[config.mk]
export PLATFORM = sky130hd
export DESIGN_NAME = riscv_mem_arbiter
export DESIGN_NICKNAME = d
export VERILOG_FILES = /design/src/rtl/riscv_mem_arbiter.sv
export SDC_FILE = /design/constraint.sdc
export NUM_CORES = 1
export LEC_CHECK = 0
export ABC_AREA = 0
export CORE_MARGIN = 2
export CORE_UTILIZATION = 47
export CTS_CLUSTER_DIAMETER = 40
export DETAILED_ROUTE_END_ITERATION = 7
export MAX_ROUTING_LAYER = met4
export PLACE_DENSITY = 0.94
export RECOVER_POWER = 25
export SLEW_MARGIN = 10
export SYNTH_ARGS = -nofsm -noshare
export SYNTH_HDL_FRONTEND = slang
export SYNTH_SLANG_ARGS = --single-unit
[constraint.sdc]
create_clock -name clk -period 3 [get_ports clk]
set_input_delay 0.45 -clock clk [delete_from_list [all_inputs] [get_ports clk]]
set_output_delay 0.45 -clock clk [all_outputs]
set_load 0.02 [all_outputs]
[src/rtl/riscv_mem_arbiter.sv]
// Arbitrates IF fetches and DM loads/stores onto one single-ported memory.
// One transaction in flight; DM has priority, IF is protected by a starvation counter.
module riscv_mem_arbiter #(
    parameter int unsigned STARVE_LIMIT   = 4,
    parameter int unsigned TIMEOUT_CYCLES = 255
) (
    input  logic        clk,
    input  logic        rst_n,
    input  logic        if_req_valid,
    input  logic [31:0] if_req_addr,
    output logic        if_req_ready,
    output logic        if_rsp_valid,
    output logic [31:0] if_rsp_data,
    input  logic        dm_req_valid,
    input  logic        dm_req_we,
    input  logic [31:0] dm_req_addr,
    input  logic [31:0] dm_req_wdata,
    input  logic [3:0]  dm_req_be,
    output logic        dm_req_ready,
    output logic        dm_rsp_valid,
    output logic [31:0] dm_rsp_data,
    output logic        mem_req_valid,
    input  logic        mem_req_ready,
    output logic        mem_req_we,
    output logic [31:0] mem_req_addr,
    output logic [31:0] mem_req_wdata,
    output logic [3:0]  mem_req_be,
    input  logic        mem_rsp_valid,
    input  logic [31:0] mem_rsp_data,
    output logic        busy,
    output logic        err_timeout
);

    localparam logic [31:0] RESET_VALUE         = '0;
    localparam logic [31:0] NOP_INSTRUCTION     = 32'h0000_0013;
    localparam logic [3:0]  MEM_BYTE_ENABLE_ALL = 4'hF;
    localparam logic [3:0]  STARVE_MAX          = 4'(STARVE_LIMIT);
    localparam logic [7:0]  TMO_LAST            = 8'(TIMEOUT_CYCLES - 1);

    typedef enum logic [1:0] {S_IDLE, S_ISSUE, S_WAIT} state_t;

    state_t      r_state;
    state_t      w_next;
    logic        w_grant_dm;
    logic        w_grant_if;
    logic        w_rsp;
    logic        w_timeout;
    logic        r_is_dm;
    logic        r_we;
    logic [31:0] r_addr;
    logic [31:0] r_wdata;
    logic [3:0]  r_be;
    logic [3:0]  r_starve;
    logic [7:0]  r_tmo;
    logic        r_if_rsp_valid;
    logic [31:0] r_if_rsp_data;
    logic        r_dm_rsp_valid;
    logic [31:0] r_dm_rsp_data;
    logic        r_err;

    always_comb begin
        w_grant_dm = 1'b0;
        w_grant_if = 1'b0;
        if (r_state == S_IDLE) begin
            if (dm_req_valid && !(if_req_valid && r_starve == STARVE_MAX))
                w_grant_dm = 1'b1;
            else if (if_req_valid)
                w_grant_if = 1'b1;
        end
    end

    // A response arriving on the timeout cycle takes precedence over the abort.
    assign w_rsp     = (r_state == S_WAIT) && mem_rsp_valid;
    assign w_timeout = (r_state == S_WAIT) && !mem_rsp_valid && (r_tmo == TMO_LAST);

    always_ff @(posedge clk) begin
        if (!rst_n) r_state <= S_IDLE;
        else        r_state <= w_next;
    end

    always_comb begin
        w_next = r_state;
        case (r_state)
            S_IDLE:  if (w_grant_dm || w_grant_if) w_next = S_ISSUE;
            S_ISSUE: if (mem_req_ready)            w_next = S_WAIT;
            S_WAIT:  if (w_rsp || w_timeout)       w_next = S_IDLE;
            default: w_next = S_IDLE;
        endcase
    end

    always_ff @(posedge clk) begin
        if (!rst_n) begin
            r_is_dm        <= 1'b0;
            r_we           <= 1'b0;
            r_addr         <= '0;
            r_wdata        <= '0;
            r_be           <= '0;
            r_starve       <= '0;
            r_tmo          <= '0;
            r_if_rsp_valid <= 1'b0;
            r_if_rsp_data  <= RESET_VALUE;
            r_dm_rsp_valid <= 1'b0;
            r_dm_rsp_data  <= RESET_VALUE;
            r_err          <= 1'b0;
        end else begin
            r_if_rsp_valid <= 1'b0;
            r_dm_rsp_valid <= 1'b0;

            if (w_grant_dm) begin
                r_is_dm <= 1'b1;
                r_we    <= dm_req_we;
                r_addr  <= dm_req_addr;
                r_wdata <= dm_req_wdata;
                r_be    <= dm_req_be;
                if (!if_req_valid)
                    r_starve <= '0;
                else if (r_starve != STARVE_MAX)
                    r_starve <= r_starve + 4'd1;
            end else if (w_grant_if) begin
                r_is_dm  <= 1'b0;
                r_we     <= 1'b0;
                r_addr   <= if_req_addr;
                r_wdata  <= RESET_VALUE;
                r_be     <= MEM_BYTE_ENABLE_ALL;
                r_starve <= '0;
            end

            // Held at zero through ISSUE so WAIT always starts counting from 0.
            if (r_state == S_ISSUE)
                r_tmo <= '0;
            else if (r_state == S_WAIT)
                r_tmo <= r_tmo + 8'd1;

            if (w_rsp) begin
                if (r_is_dm) begin
                    r_dm_rsp_valid <= 1'b1;
                    r_dm_rsp_data  <= r_we ? RESET_VALUE : mem_rsp_data;
                end else begin
                    r_if_rsp_valid <= 1'b1;
                    r_if_rsp_data  <= mem_rsp_data;
                end
            end else if (w_timeout) begin
                r_err <= 1'b1;
                if (r_is_dm) begin
                    r_dm_rsp_valid <= 1'b1;
                    r_dm_rsp_data  <= RESET_VALUE;
                end else begin
                    r_if_rsp_valid <= 1'b1;
                    r_if_rsp_data  <= NOP_INSTRUCTION;
                end
            end
        end
    end

    assign if_req_ready  = w_grant_if;
    assign dm_req_ready  = w_grant_dm;
    assign if_rsp_valid  = r_if_rsp_valid;
    assign if_rsp_data   = r_if_rsp_data;
    assign dm_rsp_valid  = r_dm_rsp_valid;
    assign dm_rsp_data   = r_dm_rsp_data;
    assign mem_req_valid = (r_state == S_ISSUE);
    assign mem_req_we    = (r_state == S_ISSUE) && r_we;
    assign mem_req_addr  = r_addr;
    assign mem_req_wdata = r_wdata;
    assign mem_req_be    = r_be;
    assign busy          = (r_state != S_IDLE);
    assign err_timeout   = r_err;

endmodule

# ---- Word-level counts from Yosys, hierarchy flattened
# Cells that the tools add are included.
# W data, S select, Z words.
dict set report word_totals {
  register_bits 151
  in_bits 139
  word_cells 84
}
dict set report classes {
  addsub 2
  eq_ne 9
  muxes 37
  n_bitwise 3
  n_reduce_logical 20
}
# cell count
set ops {}
lappend ops {{$mux W32} 13}
lappend ops {{$mux W4} 6}
lappend ops {{$mux W1} 14}
lappend ops {{$add A8 B1 Y8 const B} 1}
lappend ops {{$eq A8 B8 Y1 const B} 1}
lappend ops {{$reduce_and A2 Y1} 4}
lappend ops {{$logic_and A1 B1 Y1} 6}
lappend ops {{$mux W2} 3}
lappend ops {{$ne A2 B1 Y1 const B} 3}
lappend ops {{$pmux W2 S3} 1}
lappend ops {{$reduce_bool A2 Y1} 3}
lappend ops {{$add A4 B1 Y4 const B} 1}
lappend ops {{$eq A4 B3 Y1 const B} 1}
lappend ops {{$ne A4 B3 Y1 const B} 1}
lappend ops {{$ne A3 B2 Y1 const B} 1}
lappend ops {{$not A1 Y1} 3}
lappend ops {{$reduce_and A3 Y1} 1}
lappend ops {{$eq A2 B1 Y1 const B} 1}
lappend ops {{$eq A2 B2 Y1 const B} 1}
lappend ops {{$logic_not A1 Y1} 2}
lappend ops {{$logic_not A2 Y1} 1}
lappend ops {{$logic_or A1 B1 Y1} 2}
lappend ops {{$reduce_or A2 Y1} 1}

# ---- Longest topological paths before layout
dict set report depth {
  word_depth 9
  depth_mapped 7
}

# ---- Worst setup path after synthesis
# OpenSTA, ideal clock, no wires.
dict set report synth_path {
  kind {register to output}
  startpoint {register r_state[1]}
  endpoint {output if_req_ready}
  arrival_time_ps 1596
  path_slack_ps 954
  path_stages_with_launch 6
  path_buffers 3
  cell_sequence {dfxtp_1 buf_4 or3b_2 buf_2 clkbuf_1 a21oi_1}
}
dict set report synth_via {
  elab_chain_len 2
}
# item line
set synth_rtl {}
lappend synth_rtl {{start, declared} 42} ;# state_t r_state;
lappend synth_rtl {{start signal, assigned} 78} ;# else r_state <= w_next;
lappend synth_rtl {{$logic_not A2 Y1} 64} ;# if (r_state == S_IDLE) begin
lappend synth_rtl {{$mux W1} 64}
lappend synth_rtl {{end, declared} 11} ;# output logic if_req_ready,
# No other way between the ends.

# ---- Final worst setup path
dict set report layout_path {
  startpoint {input if_req_valid}
  endpoint {output if_req_ready}
}
dict set report layout_via {
  elab_chain_len 5
  word_cells_on_any_way 6
  cone_classes {mux (3); reduce/logical (3)}
}
# item line
set layout_rtl {}
lappend layout_rtl {{start, declared} 9} ;# input logic if_req_valid,
lappend layout_rtl {{$logic_and A1 B1 Y1} 65} ;# if (dm_req_valid && !(if_req_valid && r_starve == STARVE_MAX))
lappend layout_rtl {{$logic_not A1 Y1} 65}
lappend layout_rtl {{$logic_and A1 B1 Y1} 65}
lappend layout_rtl {{$mux W1 (*)} 65}
lappend layout_rtl {{$mux W1 (*)} 64}
# Mark *: on every way between the ends. The rest lies on a longest branch, timed or not.

==> flow_summary.yaml <==
run_status:
  outcome: "finished clean"
die:
  dieArea_mm2: 0.0155
  die_y_um: 125
  initial_utilization: 0.476
  chipWidth_um: 125
  ioPinCount: 279
  core.rowCount: 44
  core_mm2: 0.0144
yosys:
  netlist-cell-type-count: 48
  ys.warnings.count: 0
  synth.cell_area_mm2: 0.00683
  synth-main-ff-cell: "sky130_fd_sc_hd__dfxtp_1"
  synthArstFlopShare: 0
  postSynthNetCount: 971
  synth_seq_area_share: 0.442
  synthesis.instances: 828
  synth_seq_cells: 151
  edff_count_synth: 0
  average_cell_area_after_synthesis_um2: 8.25
finish:
  drive_above_1_share: 0.0604
  final_common_cell: "sky130_fd_sc_hd__clkdlybuf4s50_1"
  synthToLayoutAreaGrowth_pct: 49.1
  antenna-diode-count: 0
  layout.core_utilization: 0.709
  final_cell_mix: "sky130_fd_sc_hd__clkdlybuf4s50_1 (245), sky130_fd_sc_hd__dfxtp_1 (150), sky130_fd_sc_hd__nand3_1 (96)"
  finish.cell_count_without_fillers: 1243
  design.final.nets: 1190
  multi_input_comb_area_mm2: 0.00337
  finish.instance_area_mm2: 0.0102
  ff_latch_area_mm2: 0.00302
  nFillCells: 1047
drt:
  postRouteAntennaNets: 0
  drcViolationCount: 0
  drt_first_pass_iters: 5
  drtIter0Drc: 792
  viasPerCell: 5.98
  wl_per_cell_um: 18.3
  total_routed_length_um: 22700
  via_count: 7439
timing:
  fmax_mhz: 365
  whs_ns: 0.373
  worst_slack_ns: 0.261
  finalMaxSlewViolations: 0
  timing.slew.headroom: 0.498
  hold_violations: 0
  finalCritPeriodShare: 0.913
  rsz0062_at_grt: "false"
  tns_ns: 0
  tightest_slew_ns: 0.753
  setup_viol: 0
  timing.clock.skew_ns: 0.00787
  min_period_ns: 2.74
place:
  gpl.final_weighted_congestion: 0.810
  port_buffers: 278
  hpwl_um: 14800
  place_ws_ns: 0.264
  dp.cells: 1212
  placed_area_mm2: 0.00963
clock_tree:
  tritoncts.num_buffers: 17
  cts.reportedPaths.clkPinSlew_ns: 0.06
  post_cts_resize_count: 0
  max-clock-path-buffers: 2
  later_pin_clock_latency_in_the_skew_report_ns: 0.42
  clkSinkCount: 151
  hold_buffers: 0
  cts_root_buf: "sky130_fd_sc_hd__clkbuf_16"
  h-tree-depth: 4
  cts_tree: "built"
  setup_repair_bufs_after_cts: 0
power_and_ir_drop:
  max-vdd-ir-drop_mv: 0.404
  power.density_cell_area_mw_per_mm2: 518
  finalPower_mw: 5.28
  p_leak_nw: 3.82
critical_path:
  critical_path_fanout_max: 5
  critical_path_class: "in2out"
  arrival_ns: 2.29
  critical_path_cell_by_cell: "clkdlybuf4s50_1 -> or3b_2 -> a21oi_1 -> clkdlybuf4s50_1"
  timing.critical_path.slowest_cell_delay_ns: 0.64
  worst-endpoint-required_ns: 2.55
  slowest_stage: "sky130_fd_sc_hd__clkdlybuf4s50_1"
  cp-start-kind: "input pin"
  worst_setup_path_end_kind: "primary output"
  critical-path-top-cell-by-count: "sky130_fd_sc_hd__clkdlybuf4s50_1"
global_route:
  initial_antenna_violation_count: 0
  vias_in_the_first_global_route: 7008
  grt_start_max_net_pins: 156
  grt_util_all_layers: 0.290
  grt_first_pass_wirelength_um: 36100
  overflow: 0
flow_run:
  drv.max_cap_violation_count: 0
worst_hold_path:
  path_type_of_the_worst_min_delay_path: "in2reg"
per-layer routing:
layer | global-route usage | wire, µm
met5 | - | 0
met4 | 0.106 | 636
met3 | 0.0709 | 1860
met2 | 0.473 | 11100
met1 | 0.350 | 9140
cell type report:
cell class / instances / area share
clock buffers: 19 / 0.0445
flip-flops and latches: 151 / 0.297
well taps: 184 / 0.0226
repair buffers: 298 / 0.289
clock inverters: 12 / 0.0125
inverters: 8 / 0.00295
multi-input cells: 571 / 0.331
critical path, delay by kind of cell:
family	cells	cell delay (ns)
AO/OA/AOI/OAI	1	0.13
buffers and inverters	2	1.21
AND/OR/NAND/NOR	1	0.49
logic make-up (layout without fill, tap and decap cells):
| kind of cell | count (synthesis) | in the layout | share of synthesized area |
|---|---|---|---|
| AND/OR/NAND/NOR | 305 | 305 | 0.251 |
| adder cells (fa/ha/maj) | 4 | 4 | 0.00732 |
| XOR/XNOR | 1 | 1 | 0.00128 |
| flip-flops | 151 | 151 | 0.442 |
| buffers and inverters | 106 | 337 | 0.0654 |
| AO/OA/AOI/OAI | 261 | 261 | 0.233 |
worst paths after layout:
check	slack (ns)	cells after the start	to	from
setup / recovery	0.26	4	if_req_ready	if_req_valid
setup reg to reg	0.58	5	if_rsp_data[7]	r_state[1]
hold reg to reg	0.47	1	err_timeout	err_timeout
hold / removal	0.37	2	r_state[0]	rst_n
synth_stat cells, types with 2 or more instances:
cell type                  number  area share
sky130_fd_sc_hd__nor3b_4        2      0.0055
sky130_fd_sc_hd__or3_1          2      0.0018
sky130_fd_sc_hd__o21a_1         2      0.0022
sky130_fd_sc_hd__a21oi_1       43       0.031
sky130_fd_sc_hd__nor2_1         8      0.0044
sky130_fd_sc_hd__o311ai_0       3      0.0038
sky130_fd_sc_hd__nor2b_1        2      0.0018
sky130_fd_sc_hd__or4_1          4      0.0044
sky130_fd_sc_hd__o31ai_1        4      0.0044
sky130_fd_sc_hd__o221a_2        4      0.0066
sky130_fd_sc_hd__buf_4          4      0.0044
sky130_fd_sc_hd__nand2_1       69       0.038
sky130_fd_sc_hd__dfxtp_1      151        0.44
sky130_fd_sc_hd__nor3b_1        2      0.0022
sky130_fd_sc_hd__clkbuf_1      75       0.041
sky130_fd_sc_hd__o21ai_1        7      0.0051
sky130_fd_sc_hd__nand3b_1       3      0.0033
sky130_fd_sc_hd__nand4_1        4      0.0037
sky130_fd_sc_hd__and4b_1        2      0.0029
sky130_fd_sc_hd__nand3_1       96       0.070
sky130_fd_sc_hd__a211oi_1       7      0.0077
sky130_fd_sc_hd__o21ai_0       91       0.067
sky130_fd_sc_hd__a31oi_1       64       0.059
sky130_fd_sc_hd__a311oi_1      32       0.041
sky130_fd_sc_hd__and3_1        29       0.027
sky130_fd_sc_hd__or3b_2         2      0.0026
sky130_fd_sc_hd__buf_6          2      0.0033
sky130_fd_sc_hd__nand2b_1       7      0.0064
sky130_fd_sc_hd__nor3_1        32       0.023
sky130_fd_sc_hd__inv_1          6      0.0033
sky130_fd_sc_hd__ha_1           4      0.0073
sky130_fd_sc_hd__and3b_1       34       0.044
sky130_fd_sc_hd__buf_1          2      0.0011
sky130_fd_sc_hd__buf_2         15       0.011
sequential cells by signal, indices dropped and copies added, names as in the netlist:
name / flops
dm_rsp_data: 32
dm_rsp_valid: 1
err_timeout: 1
if_rsp_data: 32
if_rsp_valid: 1
mem_req_addr: 32
mem_req_be: 4
mem_req_wdata: 32
r_is_dm: 1
r_starve: 4
r_state: 2
r_tmo: 8
r_we: 1
report_power, final:
part           switching (mW)  internal, mW
registers              0.0859          2.12
clock network           0.861          1.26
logic                   0.499         0.458
No activity file was read; power rests on OpenSTA's default activity.
